`src/rtl/mcp_adc_responder_pkg.sv`:
```
// rtl/mcp_adc_responder_pkg.sv - shared types and defaults for the MCP3008-style ADC responder
package mcp_adc_responder_pkg;

    typedef enum logic [2:0] {
        IDLE,
        WAIT_START,
        CONFIG,
        SAMPLE,
        SHIFT,
        DONE
    } state_t;

    localparam int DEF_DATA_W      = 10;
    localparam int DEF_CH_BITS     = 3;
    localparam int DEF_SYNC_STAGES = 2;

endpackage

```
`src/rtl/spi_edge_sync.sv`:
```
// rtl/spi_edge_sync.sv - multi-flop synchronizer with single-clk rise/fall pulses
import mcp_adc_responder_pkg::*;

module spi_edge_sync #(
    parameter int   SYNC_STAGES = DEF_SYNC_STAGES,
    parameter logic RST_VAL     = 1'b0
) (
    input  logic clk,
    input  logic rst_n,
    input  logic d,
    output logic rise,
    output logic fall
);

    logic [SYNC_STAGES-1:0] sync;
    logic                   q;
    logic                   q_d;

    always_ff @(posedge clk or negedge rst_n) begin
        if (!rst_n) begin
            sync <= {SYNC_STAGES{RST_VAL}};
            q_d  <= RST_VAL;
        end else begin
            sync[0] <= d;
            for (int i = 1; i < SYNC_STAGES; i++) begin
                sync[i] <= sync[i-1];
            end
            q_d <= q;
        end
    end

    assign q    = sync[SYNC_STAGES-1];
    assign rise = q & ~q_d;
    assign fall = ~q & q_d;

endmodule

```
`src/rtl/mcp_adc_responder.sv`:
```
// rtl/mcp_adc_responder.sv - SPI responder emulating an MCP3008-style ADC frame
import mcp_adc_responder_pkg::*;

module mcp_adc_responder #(
    parameter int DATA_W      = DEF_DATA_W,
    parameter int CH_BITS     = DEF_CH_BITS,
    parameter int SYNC_STAGES = DEF_SYNC_STAGES
) (
    input  logic               clk,
    input  logic               rst_n,
    input  logic               cs,
    input  logic               sclk,
    input  logic               din,
    output logic               doutb,
    output logic               doutb_oe,
    input  logic [DATA_W-1:0]  sample_in,
    output logic               conv_req,
    output logic [CH_BITS-1:0] ch_sel,
    output logic               sgl_diff,
    output logic               busy,
    output logic               frame_err
);

    localparam int CNT_W = $clog2(DATA_W + 1);

    state_t                 state;
    logic [CNT_W-1:0]       count;
    logic [CH_BITS-1:0]     cfg_sr;
    logic [CH_BITS:0]       cfg_next;
    logic [DATA_W-1:0]      shreg;
    logic                   latch_pend;
    logic [SYNC_STAGES-1:0] din_sync;
    logic                   din_s;
    logic                   cs_rise;
    logic                   cs_fall;
    logic                   sclk_rise;
    logic                   sclk_fall;

    // cs idles high, so its synchronizer resets high to avoid a false fall after reset
    spi_edge_sync #(.SYNC_STAGES(SYNC_STAGES), .RST_VAL(1'b1)) u_cs_sync (
        .clk  (clk),
        .rst_n(rst_n),
        .d    (cs),
        .rise (cs_rise),
        .fall (cs_fall)
    );

    spi_edge_sync #(.SYNC_STAGES(SYNC_STAGES), .RST_VAL(1'b0)) u_sclk_sync (
        .clk  (clk),
        .rst_n(rst_n),
        .d    (sclk),
        .rise (sclk_rise),
        .fall (sclk_fall)
    );

    // din has the same depth as sclk so the sampled bit lines up with the rise pulse
    always_ff @(posedge clk or negedge rst_n) begin
        if (!rst_n) begin
            din_sync <= '0;
        end else begin
            din_sync[0] <= din;
            for (int i = 1; i < SYNC_STAGES; i++) begin
                din_sync[i] <= din_sync[i-1];
            end
        end
    end

    assign din_s    = din_sync[SYNC_STAGES-1];
    assign cfg_next = {cfg_sr, din_s};

    always_ff @(posedge clk or negedge rst_n) begin
        if (!rst_n) begin
            state      <= IDLE;
            count      <= '0;
            cfg_sr     <= '0;
            shreg      <= '0;
            latch_pend <= 1'b0;
            doutb      <= 1'b0;
            doutb_oe   <= 1'b0;
            conv_req   <= 1'b0;
            ch_sel     <= '0;
            sgl_diff   <= 1'b0;
            busy       <= 1'b0;
            frame_err  <= 1'b0;
        end else begin
            conv_req   <= 1'b0;
            frame_err  <= 1'b0;
            latch_pend <= conv_req;
            // parent gets the whole conv_req cycle to put the sample on sample_in
            if (latch_pend) begin
                shreg <= sample_in;
            end

            if (cs_rise) begin
                state     <= IDLE;
                doutb_oe  <= 1'b0;
                doutb     <= 1'b0;
                busy      <= 1'b0;
                frame_err <= (state == CONFIG) || (state == SAMPLE) ||
                             ((state == SHIFT) && (count != '0));
            end else begin
                case (state)
                    IDLE: begin
                        if (cs_fall) begin
                            state <= WAIT_START;
                        end
                    end
                    WAIT_START: begin
                        if (sclk_rise && din_s) begin
                            state <= CONFIG;
                            busy  <= 1'b1;
                            count <= '0;
                        end
                    end
                    CONFIG: begin
                        if (sclk_rise) begin
                            cfg_sr <= cfg_next[CH_BITS-1:0];
                            count  <= count + 1'b1;
                            if (count == CNT_W'(CH_BITS)) begin
                                sgl_diff <= cfg_next[CH_BITS];
                                ch_sel   <= cfg_next[CH_BITS-1:0];
                                conv_req <= 1'b1;
                                state    <= SAMPLE;
                            end
                        end
                    end
                    SAMPLE: begin
                        if (sclk_fall) begin
                            doutb_oe <= 1'b1;
                            doutb    <= 1'b0;
                            count    <= CNT_W'(DATA_W);
                            state    <= SHIFT;
                        end
                    end
                    SHIFT: begin
                        if (sclk_fall) begin
                            doutb <= shreg[DATA_W-1];
                            shreg <= {shreg[DATA_W-2:0], 1'b0};
                            count <= count - 1'b1;
                            if (count == CNT_W'(1)) begin
                                state <= DONE;
                            end
                        end
                    end
                    DONE: begin
                        if (sclk_fall) begin
                            doutb <= 1'b0;
                        end
                    end
                    default: state <= IDLE;
                endcase
            end
        end
    end

endmodule
```
`config.mk`:
```
export PLATFORM = sky130hd
export DESIGN_NAME = mcp_adc_responder
export DESIGN_NICKNAME = d
export VERILOG_FILES = /design/src/rtl/mcp_adc_responder_pkg.sv /design/src/rtl/spi_edge_sync.sv /design/src/rtl/mcp_adc_responder.sv
export SDC_FILE = /design/constraint.sdc
export NUM_CORES = 1
export LEC_CHECK = 0
export BUFFER_PORTS_ARGS = -buffer_cell sky130_fd_sc_hd__buf_2
export CAP_MARGIN = 20
export CELL_PAD_IN_SITES_DETAIL_PLACEMENT = 0
export CELL_PAD_IN_SITES_GLOBAL_PLACEMENT = 1
export CORE_MARGIN = 2
export CORE_UTILIZATION = 43
export DETAILED_ROUTE_END_ITERATION = 7
export MAX_ROUTING_LAYER = met4
export PLACE_DENSITY_LB_ADDON = 0.3
export SLEW_MARGIN = 20
export SYNTH_ARGS = -nofsm -noshare
export SYNTH_HDL_FRONTEND = slang
export SYNTH_HIERARCHICAL = 1
export SYNTH_SLANG_ARGS = --single-unit
```
`constraint.sdc`:
```
create_clock -name clk -period 2.31 [get_ports clk]
set_input_delay 0.231 -clock clk [delete_from_list [all_inputs] [get_ports clk]]
set_output_delay 0.231 -clock clk [all_outputs]
set_load 0.005 [all_outputs]
```
### After elaboration in Yosys (flattened, before gate mapping)

Index checks and enable logic that the tools add are counted.

* flip-flop bits (word level): 38
* word-level logic and storage cells: 101

* reduce and logical (&&, ||, !) cells: 20
* bitwise logic cells: 9
* multiplexer cells: 33
* equal/unequal tests: 20
* $add $sub $neg: 2

Operator list (number)
* 2-to-1 mux 10 bit: 4
* 2-to-1 mux 3 bit: 8
* case mux 3 bit (6 select lines): 1
* 2-to-1 mux 4 bit: 4
* case mux 4 bit (4 select lines): 1
* inequality test 3 bit, second input constant: 5
* 2-to-1 mux 1 bit: 14
* inequality test 2 bit, second input constant: 5
* AND reduction 8 bit: 1
* nonzero test 2 bit: 4
* nonzero test 4 bit: 2
* == test 3 x 2 -> 1 bit, second input constant: 2
* == test 3 bit, second input constant: 2
* inequality test 3 x 2 -> 1 bit, second input constant: 2
* AND reduction 3 bit: 2
* AND reduction 6 bit: 1
* inverter 1 bit: 5
* adder 4 x 1 -> 4 bit, second input constant: 1
* bitwise AND 1 bit: 4
* == test 4 x 1 -> 1 bit, second input constant: 1
* == test 4 x 2 -> 1 bit, second input constant: 1
* AND reduction 2 bit: 2
* AND reduction 4 bit: 1
* subtractor 4 x 1 -> 4 bit, second input constant: 1
* other kinds (8): 10

### Logic depth before layout (Yosys ltp)

Gate-level depths: netlist (run 1).

* depth after elaboration: 6
* depth in mapped cells: 7
* gate-level depth less buffers: 5

### By module

The synthesis (run 1) kept the hierarchy.

By module, submodules not included
* mcp_adc_responder: cells each 148, area an instance 1609.0 um^2, times used 1, sequential area each 800.8 um^2
* spi_edge_sync (u_cs_sync): cells each 5, area an instance 93.8 um^2, times used 1, sequential area each 78.8 um^2
* spi_edge_sync (u_sclk_sync): cells each 5, area an instance 90.1 um^2, times used 1, sequential area each 75.1 um^2

### Least setup slack after synthesis (run 1)

No wires, ideal clock.

* path type: register to register
* from: register u_cs_sync.q_d
* to: register ch_sel[0]
* required time: 2185 ps
* path slack: 451 ps
* stages on the path, launching flop included: 7
* arrival: 1734 ps
* setup time: 125 ps
* path through: dfstp_2 -> nor2b_1 -> clkbuf_1 -> or3_4 -> or2_1 -> buf_6 -> mux2_2

* word-level cells in the longest chain between the ends: 4

RTL lines
* start: declaration: line spi_edge_sync.sv:17 `logic q_d;`
* start signal: assignment: line spi_edge_sync.sv:28 `q_d <= q;`
* inverter 1 bit: line spi_edge_sync.sv:33 `assign rise = q & ~q_d;`
* bitwise AND 1 bit: line spi_edge_sync.sv:33
* via cs_rise: line mcp_adc_responder.sv:34 `logic cs_rise;`
* inverter 1 bit (no line)
* AND reduction 4 bit (no line)
* end signal: assignment: line mcp_adc_responder.sv:121 `ch_sel <= cfg_next[CH_BITS-1:0];`
* end: declaration: line mcp_adc_responder.sv:18 `output logic [CH_BITS-1:0] ch_sel,`

The timed path passes the listed nets, and every way through them passes these cells.
A chain may end at the register's enable or synchronous reset.

### Final worst setup path (run 1)

* from: register state[0]
* to: register shreg[8]

* word-level cells in the longest chain between the ends: 3

RTL lines
* start: declaration: line mcp_adc_responder.sv:26 `state_t state;`
* start signal: assignment: line mcp_adc_responder.sv:73 `state <= IDLE;`
* start signal: assignment: line mcp_adc_responder.sv:95 `state <= IDLE;`
* start signal: assignment: line mcp_adc_responder.sv:105 `state <= WAIT_START;`
* == test 3 bit: line mcp_adc_responder.sv:102 `case (state)`
* 2-to-1 mux 10 bit: line mcp_adc_responder.sv:102
* 2-to-1 mux 10 bit: line mcp_adc_responder.sv:94 `if (cs_rise) begin`
* end signal: assignment: line mcp_adc_responder.sv:91 `shreg <= sample_in;`
* end signal: assignment: line mcp_adc_responder.sv:138 `shreg <= {shreg[DATA_W-2:0], 1'b0};`
* end: declaration: line mcp_adc_responder.sv:30 `logic [DATA_W-1:0] shreg;`

Every way passes these cells.

==> results of run 1 <==
critical path, cell delays in order (launching register included):
cell,delay [ns]
dfrtp_1,0.52
or3b_1,0.55
nor3b_4,0.55
o21ai_0,0.21
metal layers:
layer  vias to the layer above  wire length (um)  global-route usage, %
met5                         -                 0                      -
met4                         0                52                   8.25
met3                         5               171                   4.55
met2                        25              1520                   24.3
met1                       593              1470                   20.4
li1                        605                 -                      -
area by class of cell:
| class | instances | share of cell area [%] |
|---|---|---|
| Tap cell | 50 | 3.09 |
| Sequential cell | 38 | 47.2 |
| Multi-Input combinational cell | 104 | 37.3 |
| Clock buffer | 6 | 4.08 |
| Clock inverter | 2 | 0.619 |
| Timing Repair Buffer | 25 | 6.44 |
| Inverter | 7 | 1.30 |
metrics by stage:
| stage | cell area [um^2] | power [mW] | hold slack (ns) | util [%] | std cells |
|---|---|---|---|---|---|
| CTS | 2020 | 1.60 | 0.0257 | 50.5 | 232 |
| floorplan | 1790 | 1.03 | -0.0646 | - | 158 |
| global route | 2020 | 1.67 | 0.0274 | 50.5 | 232 |
| global placement | 1930 | 1.11 | 0.332 | 48.2 | 224 |
| finish | 2020 | 1.57 | 0.0208 | 50.5 | 232 |
| detailed placement | 1930 | 1.12 | 0.337 | 48.2 | 224 |
cell usage after synthesis, drive strengths merged:
library cell / n
a211oi: 1
a21o: 1
a21oi: 8
a221oi: 1
a31o: 1
a31oi: 2
a41o: 1
and2b: 3
buf: 5
clkbuf: 4
dfrtp: 35
dfstp: 3
ha: 4
inv: 7
mux2: 7
mux2i: 13
nand2: 11
nand2b: 2
nand3: 3
nand3b: 1
nor2: 11
nor2b: 3
nor3: 4
nor3b: 1
o211a: 1
o211ai: 1
o21ai: 11
o21bai: 1
o221a: 2
o22ai: 2
o311ai: 1
o31a: 1
o41ai: 1
or2: 1
or2b: 1
or3: 1
or3b: 2
cells in the final DEF, fill, tap and decap left out, drive strengths merged, types with 2 or more instances in the layout:
cell	synthesis	layout
o21ai	11	11
or3b	2	2
nand2b	2	2
nor2b	3	3
mux2	7	7
nor2	11	11
dfrtp	35	35
o221a	2	2
a31oi	2	2
inv	7	7
nor3	4	4
clkbuf	4	6
mux2i	13	13
buf	5	25
o22ai	2	2
ha	4	4
dfstp	3	3
nand3	3	3
and2b	3	3
nand2	11	11
a21oi	8	8
sequential cells by signal (all words and copies together), names as in the netlist:
| register | count |
|---|---|
| din_sync | 2 |
| u_cs_sync/sync | 2 |
| doutb_oe | 1 |
| ch_sel | 3 |
| u_sclk_sync/sync | 2 |
| u_cs_sync/q_d | 1 |
| latch_pend | 1 |
| state | 3 |
| conv_req | 1 |
| sgl_diff | 1 |
| doutb | 1 |
| shreg | 10 |
| frame_err | 1 |
| u_sclk_sync/q_d | 1 |
| cfg_sr | 3 |
| busy | 1 |
| count | 4 |
kinds of logic after synthesis:
kind of cell / count (synthesis) / synth area share [%]
buffers and inverters: 16 / 4.74
AOI/OAI and AO/OA: 36 / 13.2
and+or+nand+nor: 44 / 14.4
adders and majority gates: 4 / 2.79
DFF: 38 / 53.2
muxes: 20 / 11.7
how the worst max path moves through the flow:
stage,to,cells past startpoint
finish,shreg[8]$_DFF_PN0_,3
floorplan,ch_sel[0]$_DFFE_PN0P_,6
global placement,shreg[9]$_DFF_PN0_,3
detailed placement,shreg[6]$_DFF_PN0_,3
CTS,shreg[8]$_DFF_PN0_,3
global route,shreg[7]$_DFF_PN0_,3
where the power goes:
part | leakage, nW | internal (mW) | switching (mW)
Sequential | 0.460 | 0.752 | 0.0810
Combinational | 0.430 | 0.127 | 0.145
Clock | 0.0472 | 0.240 | 0.228
==> run metrics, run 1 <==
outcome=complete, no violations; Skew-Pair Late Insertion Delay=0.29 ns; Congestion Overflow GR=0; Fin. Hold Viols=0; synth top area cells=dfrtp_1 49%, mux2i_1 7.3%, dfstp_2 4.4%; Post-Syn Area=1790 um^2; crit share post-route=a little under nine tenths; Critical Path AT=~2.1 ns; mean post-synth cell area=about 11 um^2; Slew Limit Fails=0; pre-CTS worst setup slack=0.336 ns; Setup Crit Path Kind=flop to flop; unrepaired setup endpoints after global routing=false; min cycle time layout=1.99 ns; DP HPWL=2.35 mm; layout cell share with drive strength beyond 1=around 29%; R2R depth=3; global-route wire length before repair=5.37 mm; Hold Buf Count CTS=0; Syn-to-layout area delta=12.8%; vias in the first global route=approximately 1.2k; terminus of the critical flop-to-flop path=shreg[8]$_DFF_PN0_; CP Launch Type=flop; CTS tree=done; ANT nets after route=0; drt total wl=~3.2 mm; post-synthesis net count=~180; Crit. End Element=flop; fillers=~370; core area=4000 um^2; setup ws final=around 0.32 ns; CTS Root Buffer Type=clkbuf_8; post_cts resized=0; Crit path required time=between 2 and 2.5 ns; clk sinks=38; Die Y-Extent=just under 70 um; Final GP Congestion=approximately 0.85; Max clock buf depth=2; routed via count=around 1.2k; Slew @ Worst Pin=around 0.80 ns; total CTS buffers=5; gr usage total=16.3%; DR iter-0 viols=46; Worst slew margin=a little under half; synth warn=6; Total Negative Setup Slacks=0 ns; Routed wire per std cell=around 14 um; Netlist cell types=between 40 and 50; reg2reg start=state[0]$_DFFE_PN0P_; P per Cell Area=about 800 nW/um^2; reg-to-reg setup timing slack=0.32 ns; n_diodes=0; final setup fails=0; Vias/cell=between 5 and 6; worst hold path class=input pin to async pin; Reg area=around 950 um^2; clk slew on worst S/H paths=~0.080 ns; die area=~4700 um^2; post-synth top area share=48.8%; cell accounting for the most synthesized area=dfrtp_1; post-synthesis cell count=158; flop and latch count out of synthesis=38; Buffers on Ports=23; Worst Setup SP=state[0]$_DFFE_PN0P_; H-tree Lvls=2; largest net degree at the start of global routing=39; max-cap violation count=0; Max Clk Rate=0.503 GHz; number of setup buffers added after CTS=0; post-synthesis sequential area ratio=53.2%; initial core utilization=between 40% and 50%; die width=just under 70 um; # rows=23; Peak VDD IR=402 uV; Leak Pwr=approximately 0.94 nW; Clock Skews=0.00851 ns; Nets=200; DR pass1 iterations=4; I/O pin cnt=24; drt drc=0; multi-input logic area=between 700 and 800 um^2; worst-path fanout max=19; initial antenna violation count=0
No activity file was read; power rests on OpenSTA's default activity.
==> run 2, diff against run 1 <==
--- a/config.mk
+++ b/config.mk
@@ -13,9 +13,8 @@
 export CORE_UTILIZATION = 43
 export DETAILED_ROUTE_END_ITERATION = 7
 export MAX_ROUTING_LAYER = met4
-export PLACE_DENSITY_LB_ADDON = 0.3
+export PLACE_DENSITY_LB_ADDON = 0.1
 export SLEW_MARGIN = 20
 export SYNTH_ARGS = -nofsm -noshare
 export SYNTH_HDL_FRONTEND = slang
-export SYNTH_HIERARCHICAL = 1
 export SYNTH_SLANG_ARGS = --single-unit
==> run 2 against run 1 <==
  * Sequential share of layout area down 2.6 points
  * Fmax down 4.0%
  * Utilization rose by 1.8 points
  * Global-route usage is 0.060 points higher
  * Register-to-register slack worse by 0.08 ns
  * Wire length increased by 11%
  * Via count grew 6.4%
  * Setup slack got worse by 0.083 ns
  * Largest cell class unchanged
  * Largest power group unchanged
  * Highest routed layer unchanged
==> run metrics, run 2 <==
outcome=complete, no violations; Nets=210; max-cap violation count=0; biggest regs=shreg x10, count x4; Slowest-stage cell, CP=or4_4; CP Launch Type=flop; initial core utilization=45.5%; CP max stage delay=0.54 ns; DR pass1 iterations=4; gr usage total=around 16%; min cycle time layout=just over 2 ns; Crit. End Element=flop; DR iter-0 viols=86; # rows=23; crit share post-route=89.6%; post_cts resized=0; Setup Crit Path Kind=flop to flop; routed via count=between 1k and 1.5k; Vias/cell=~5.4; Post-Syn Area=approximately 1900 um^2; die width=69.8 um; Slew Limit Fails=0; P per Cell Area=between 900 and 1000 nW/um^2; CTS tree=done; post-synthesis sequential area ratio=between 50% and 60%; crit-path cells=inv_1, ha_1, or4_4, or2_1, mux2_4; core area=about 4100 um^2; n_diodes=0; Skew-Pair Late Insertion Delay=roughly 0.29 ns; unrepaired setup endpoints after global routing=false; Setup crit end=ch_sel[2]$_DFFE_PN0P_; R2R depth=5; Max Clk Rate=between 0.4 and 0.5 GHz; I/O pin cnt=24; Congestion Overflow GR=0; Peak VDD IR=about 410 uV; drt drc=0; DP HPWL=approximately 2.6 mm; Final GP Congestion=0.768; commonest non-fill, non-tap cells in the layout=35 x dfrtp_1, 23 x buf_2, 21 x nor2_1, 14 x a21oi_1, 10 x mux2i_1; Max clock buf depth=2; global-route wire length before repair=approximately 6.1 mm; largest family of logic cells by synthesized area=compound AO/OA/AOI/OAI gates; Die Y-Extent=between 60 and 70 um; layout cell share with drive strength beyond 1=~27%; cell accounting for the most synthesized area=dfrtp_1; vias in the first global route=between 1k and 1.5k; final setup fails=0; post-synthesis cell count=approximately 160; Worst slew margin=a little under half; initial antenna violation count=0; simple-gate share of the synthesized area=approximately 14%; Crit path required time=about 2.5 ns; number of setup buffers added after CTS=0; post-synthesis net count=around 180; Clock Skews=approximately 0.0051 ns; clk slew on worst S/H paths=0.07 ns; ys async rst share=100%; Netlist cell types=44; reg2reg start=u_cs_sync.q_d$_DFF_PN1_; synth top area cells=dfrtp_1 47%, mux2i_1 5.4%, dfstp_2 4.2%; reg-to-reg setup timing slack=about 0.24 ns; fillers=~380; commonest non-fill, non-tap cell in the layout=dfrtp_1; Total Negative Setup Slacks=0 ns; Commonest cells post-synth=35 x dfrtp_1, 21 x nor2_1, 14 x a21oi_1; total CTS buffers=5; flop and latch count out of synthesis=38; Syn-to-layout area delta=15.0%; mean post-synth cell area=~11 um^2; Critical Path AT=2.25 ns; drt total wl=3.56 mm; Hold Buf Count CTS=0; die area=~4900 um^2; Final Total Pwr=around 2.1 mW; Worst Setup SP=u_cs_sync.q_d$_DFF_PN1_; synth warn=0; fin util=52.4%; post-synth top area share=47.1%; pre-CTS worst setup slack=between 0.2 and 0.25 ns; Fin. Hold Viols=0; mux cell area share after synthesis=11.0%; terminus of the critical flop-to-flop path=ch_sel[2]$_DFFE_PN0P_; Leak Pwr=roughly 0.95 nW; H-tree Lvls=2; Post-Synth XOR/XNOR Area=0%; most common cell in the netlist=dfrtp_1; Synth Flop Type=dfrtp_1; Largest Register=shreg; Hold WS=roughly 0.027 ns; Slew @ Worst Pin=approximately 0.82 ns; Synth Area in Compound Gates=~16%; clk sinks=38; max reg flops=10; largest net degree at the start of global routing=39; CTS Root Buffer Type=clkbuf_8; ANT nets after route=0; Buffers on Ports=23; worst hold path class=input pin to async pin; worst-path fanout max=5; Adder-Cell Fraction of Synth Area=roughly 3.4%; Post-synth EDFFs=0; Routed wire per std cell=around 15 um; setup ws final=around 0.24 ns
[run 2: cell count changes after synthesis, sizes merged, moves of 3 or more]
cell / delta
o21a: +3
o21ai: -7
nand2b: +3
nand2: -6
a21oi: +6
mux2i: -3
nor2: +10
a2111oi: +3
[run 2: final cells by class]
cell class	instances	area [um^2]	share of cell area, %
clock buffers	7	86.3	4.04
clock inverters	1	30.0	1.40
inverters	5	18.8	0.877
multi-input cells	112	835	39.0
flip-flops and latches	38	955	44.6
well taps	50	62.6	2.92
repair buffers	28	153	7.13
[run 2: worst min path at each step]
| stage | start | to | slack [ns] |
|---|---|---|---|
| finish | rst_n | ch_sel[2]$_DFFE_PN0P_ | 0.03 |
| floorplan | rst_n | busy$_DFFE_PN0P_ | -0.06 |
| global placement | u_sclk_sync.sync[0]$_DFF_PN0_ | u_sclk_sync.sync[1]$_DFF_PN0_ | 0.33 |
| CTS | cs | u_cs_sync.sync[0]$_DFF_PN1_ | 0.03 |
| detailed placement | sclk | u_sclk_sync.sync[0]$_DFF_PN0_ | 0.34 |
| global route | cs | u_cs_sync.sync[0]$_DFF_PN1_ | 0.03 |
[run 2: cells by family (layout without fill, tap and decap cells)]
group / count (synthesis) / count (layout)
mux: 18 / 18
buf+inv: 14 / 41
simple gates: 49 / 49
compound gates: 40 / 40
flops: 38 / 38
fa+ha+maj: 5 / 5
[run 2: through the flow]
step	cells	area, um^2
finish	241	2140
floorplan	164	1860
global placement	233	2020
global route	241	2140
CTS	241	2140
detailed placement	233	2020
[run 2: worst max-delay path, delay by kind of cell (launching register included)]
| family | cells | cell delay [ns] |
|---|---|---|
| DFF | 1 | 0.52 |
| buffers and inverters | 1 | 0.03 |
| and+or+nand+nor | 2 | 0.89 |
| muxes | 1 | 0.32 |
| adders and majority gates | 1 | 0.19 |
[run 2: power by group]
part	switching [mW]	internal (mW)	leakage [nW]	total [mW]
Clock	0.229	0.352	0.0585	0.581
Combinational	0.321	0.259	0.440	0.580
Sequential	0.135	0.792	0.455	0.928
Total	0.686	1.40	0.953	2.09
[run 2: metal layers]
layer | part of all wire [%] | wire, um | up-vias | GRT usage (%)
li1 | - | - | 634 | -
met1 | 46 | 1640 | 628 | 21.4
met2 | 47 | 1660 | 34 | 23.2
met3 | 5.0 | 178 | 11 | 5.38
met4 | 2.3 | 82 | 0 | 7.05
met5 | 0 | 0 | - | -
==> run 3, diff against run 2 <==
--- a/config.mk
+++ b/config.mk
@@ -11,6 +11,7 @@
 export CELL_PAD_IN_SITES_GLOBAL_PLACEMENT = 1
 export CORE_MARGIN = 2
 export CORE_UTILIZATION = 43
+export CTS_BUF_LIST = sky130_fd_sc_hd__clkbuf_8
 export DETAILED_ROUTE_END_ITERATION = 7
 export MAX_ROUTING_LAYER = met4
 export PLACE_DENSITY_LB_ADDON = 0.1
==> run 3 against run 2 <==
  * Non-clock buffer count did not move
  * Power fell by 0.20%
  * Fmax barely moved
  * Clock power fell by 0.7%
  * Sequential cell count did not move
  * Global-route usage did not move
  * Sequential power barely moved
  * First-iteration DRC count did not move
  * Worst hold slack barely moved
  * Combinational power barely moved
  * Critical path depth did not move
  * Highest routed layer unchanged
==> run metrics, run 3 (synthesized netlist as in run 2, its figures left out) <==
outcome=complete, no violations; min cycle time layout=a little over 2 ns; Power Internal=between 1 and 1.5 mW; final setup fails=0; Crit path required time=2.49 ns; Hold Buf Count CTS=0; crit share post-route=roughly nine tenths; Setup Crit Path Kind=flop to flop; vias in the first global route=~1.3k; crit-path cells=inv_1, ha_1, or4_4, or2_1, mux2_4; Skew-Pair Late Insertion Delay=around 0.29 ns; fin util=approximately 52%; fillers=378; biggest regs=shreg x10, count x4; Die Y-Extent=69.8 um; H-tree Lvls=2; unrepaired setup endpoints after global routing=false; Routed wire per std cell=roughly 15 um; Peak VDD IR=between 400 and 500 uV; drt drc=0; Max Clk Rate=0.483 GHz; Crit. End Element=flop; GR peak layer=met2; Final GP Congestion=0.768; CTS tree=done; CTS Root Buffer Type=clkbuf_8; Vias/cell=between 5 and 6; commonest non-fill, non-tap cells in the layout=35 x dfrtp_1, 23 x buf_2, 21 x nor2_1, 14 x a21oi_1, 10 x mux2i_1; DR iter-0 viols=86; Final Total Pwr=~2.1 mW; Total Negative Setup Slacks=0 ns; switch share=between 30 and 40%; P per Cell Area=just under 1000 nW/um^2; Buffers on Ports=23; Clock Power Share=around 28%; initial antenna violation count=0; Leak Pwr=roughly 0.96 nW; total CTS buffers=5; reg-to-reg setup timing slack=~0.24 ns; Post-Layout Inst Area=between 2000 and 2500 um^2; Slew @ Worst Pin=0.822 ns; Comb pwr share=around 28%; Max clock buf depth=2; sequential power share=44.5%; Fin. Hold Viols=0; gr usage total=~16%; commonest non-fill, non-tap cell in the layout=dfrtp_1; largest net degree at the start of global routing=39; Slew Limit Fails=0; ANT nets after route=0; Critical Path AT=~2.3 ns; drt total wl=between 3 and 4 mm; I/O pin cnt=24; Final Non-Filler Cells=241; clk slew on worst S/H paths=0.07 ns; die area=4870 um^2; CP Launch Type=flop; Inst Count DP=about 230; # rows=23; Worst slew margin=45.2%; max reg flops=10; grt met2 use=between 20% and 30%; global-route wire length before repair=~6 mm; dpl cell area=2020 um^2; post_cts resized=0; routed via count=around 1.3k; core area=roughly 4100 um^2; DR pass1 iterations=4; Slowest-stage cell, CP=or4_4; number of setup buffers added after CTS=0; Largest Register=shreg; Congestion Overflow GR=0; n_diodes=0; Syn-to-layout area delta=15.0%; die width=roughly 70 um; worst hold path class=input pin to async pin; CP max stage delay=about 0.54 ns; layout cell share with drive strength beyond 1=a little over a quarter; Net Switching=~700 uW; DP HPWL=between 2 and 3 mm; GR Layer Usage met3=around 5.4%; max-cap violation count=0; worst-path fanout max=5; clk sinks=38; Clock Skews=between 0.005 and 0.006 ns; GR Util met1=21.4%; Nets=210; initial core utilization=a little under half
[run 3: power groups by stage]
| stage | Sequential [mW] | Clock (mW) | Combinational [mW] |
|---|---|---|---|
| after floorplan | 0.883 | 0 | 0.485 |
| after global placement | 0.929 | 0 | 0.566 |
| after detailed placement | 0.941 | 0 | 0.579 |
| after CTS | 0.927 | 0.597 | 0.582 |
| after global routing | 0.952 | 0.627 | 0.651 |
| final | 0.928 | 0.577 | 0.580 |
[run 3: routing by layer]
| layer | part of all wire, % | vias to the layer above |
|---|---|---|
| li1 | - | 634 |
| met1 | 46 | 628 |
| met2 | 47 | 34 |
| met3 | 5.0 | 11 |
| met4 | 2.3 | 0 |
| met5 | 0 | - |
[run 3: path summary, 6_finish.rpt]
path | depth (start not counted) | to | from
max | 5 | ch_sel[2]$_DFFE_PN0P_ | u_cs_sync.q_d$_DFF_PN1_
min | 1 | ch_sel[2]$_DFFE_PN0P_ | rst_n
max reg2reg | 5 | ch_sel[2]$_DFFE_PN0P_ | u_cs_sync.q_d$_DFF_PN1_
min reg2reg | 0 | u_sclk_sync.sync[1]$_DFF_PN0_ | u_sclk_sync.sync[0]$_DFF_PN0_
max in group asynchronous | 1 | frame_err$_DFF_PN0_ | rst_n
min in group clk | 1 | u_cs_sync.sync[0]$_DFF_PN1_ | cs
[run 3: through the flow]
stage / hold WS (ns) / setup WS (ns)
floorplan: -0.0646 / 0.284
global placement: 0.334 / 0.265
detailed placement: 0.340 / 0.235
CTS: 0.0272 / 0.223
global route: 0.0274 / 0.115
finish: 0.0269 / 0.239
[run 3: cell type report]
class | count | area [um^2] | share of cell area (%)
Sequential cell | 38 | 955 | 44.6
Tap cell | 50 | 62.6 | 2.92
Clock buffer | 6 | 82.6 | 3.86
Clock inverter | 2 | 33.8 | 1.58
Multi-Input combinational cell | 112 | 835 | 39.0
Timing Repair Buffer | 28 | 153 | 7.13
Inverter | 5 | 18.8 | 0.877
[run 3: worst max-delay path, delay by kind of cell, from the launching register on]
| kind | cells | cell delay, ns |
|---|---|---|
| AND/OR/NAND/NOR | 2 | 0.89 |
| buffers and inverters | 1 | 0.03 |
| multiplexers | 1 | 0.32 |
| flip-flops | 1 | 0.52 |
| adder cells (fa/ha/maj) | 1 | 0.19 |
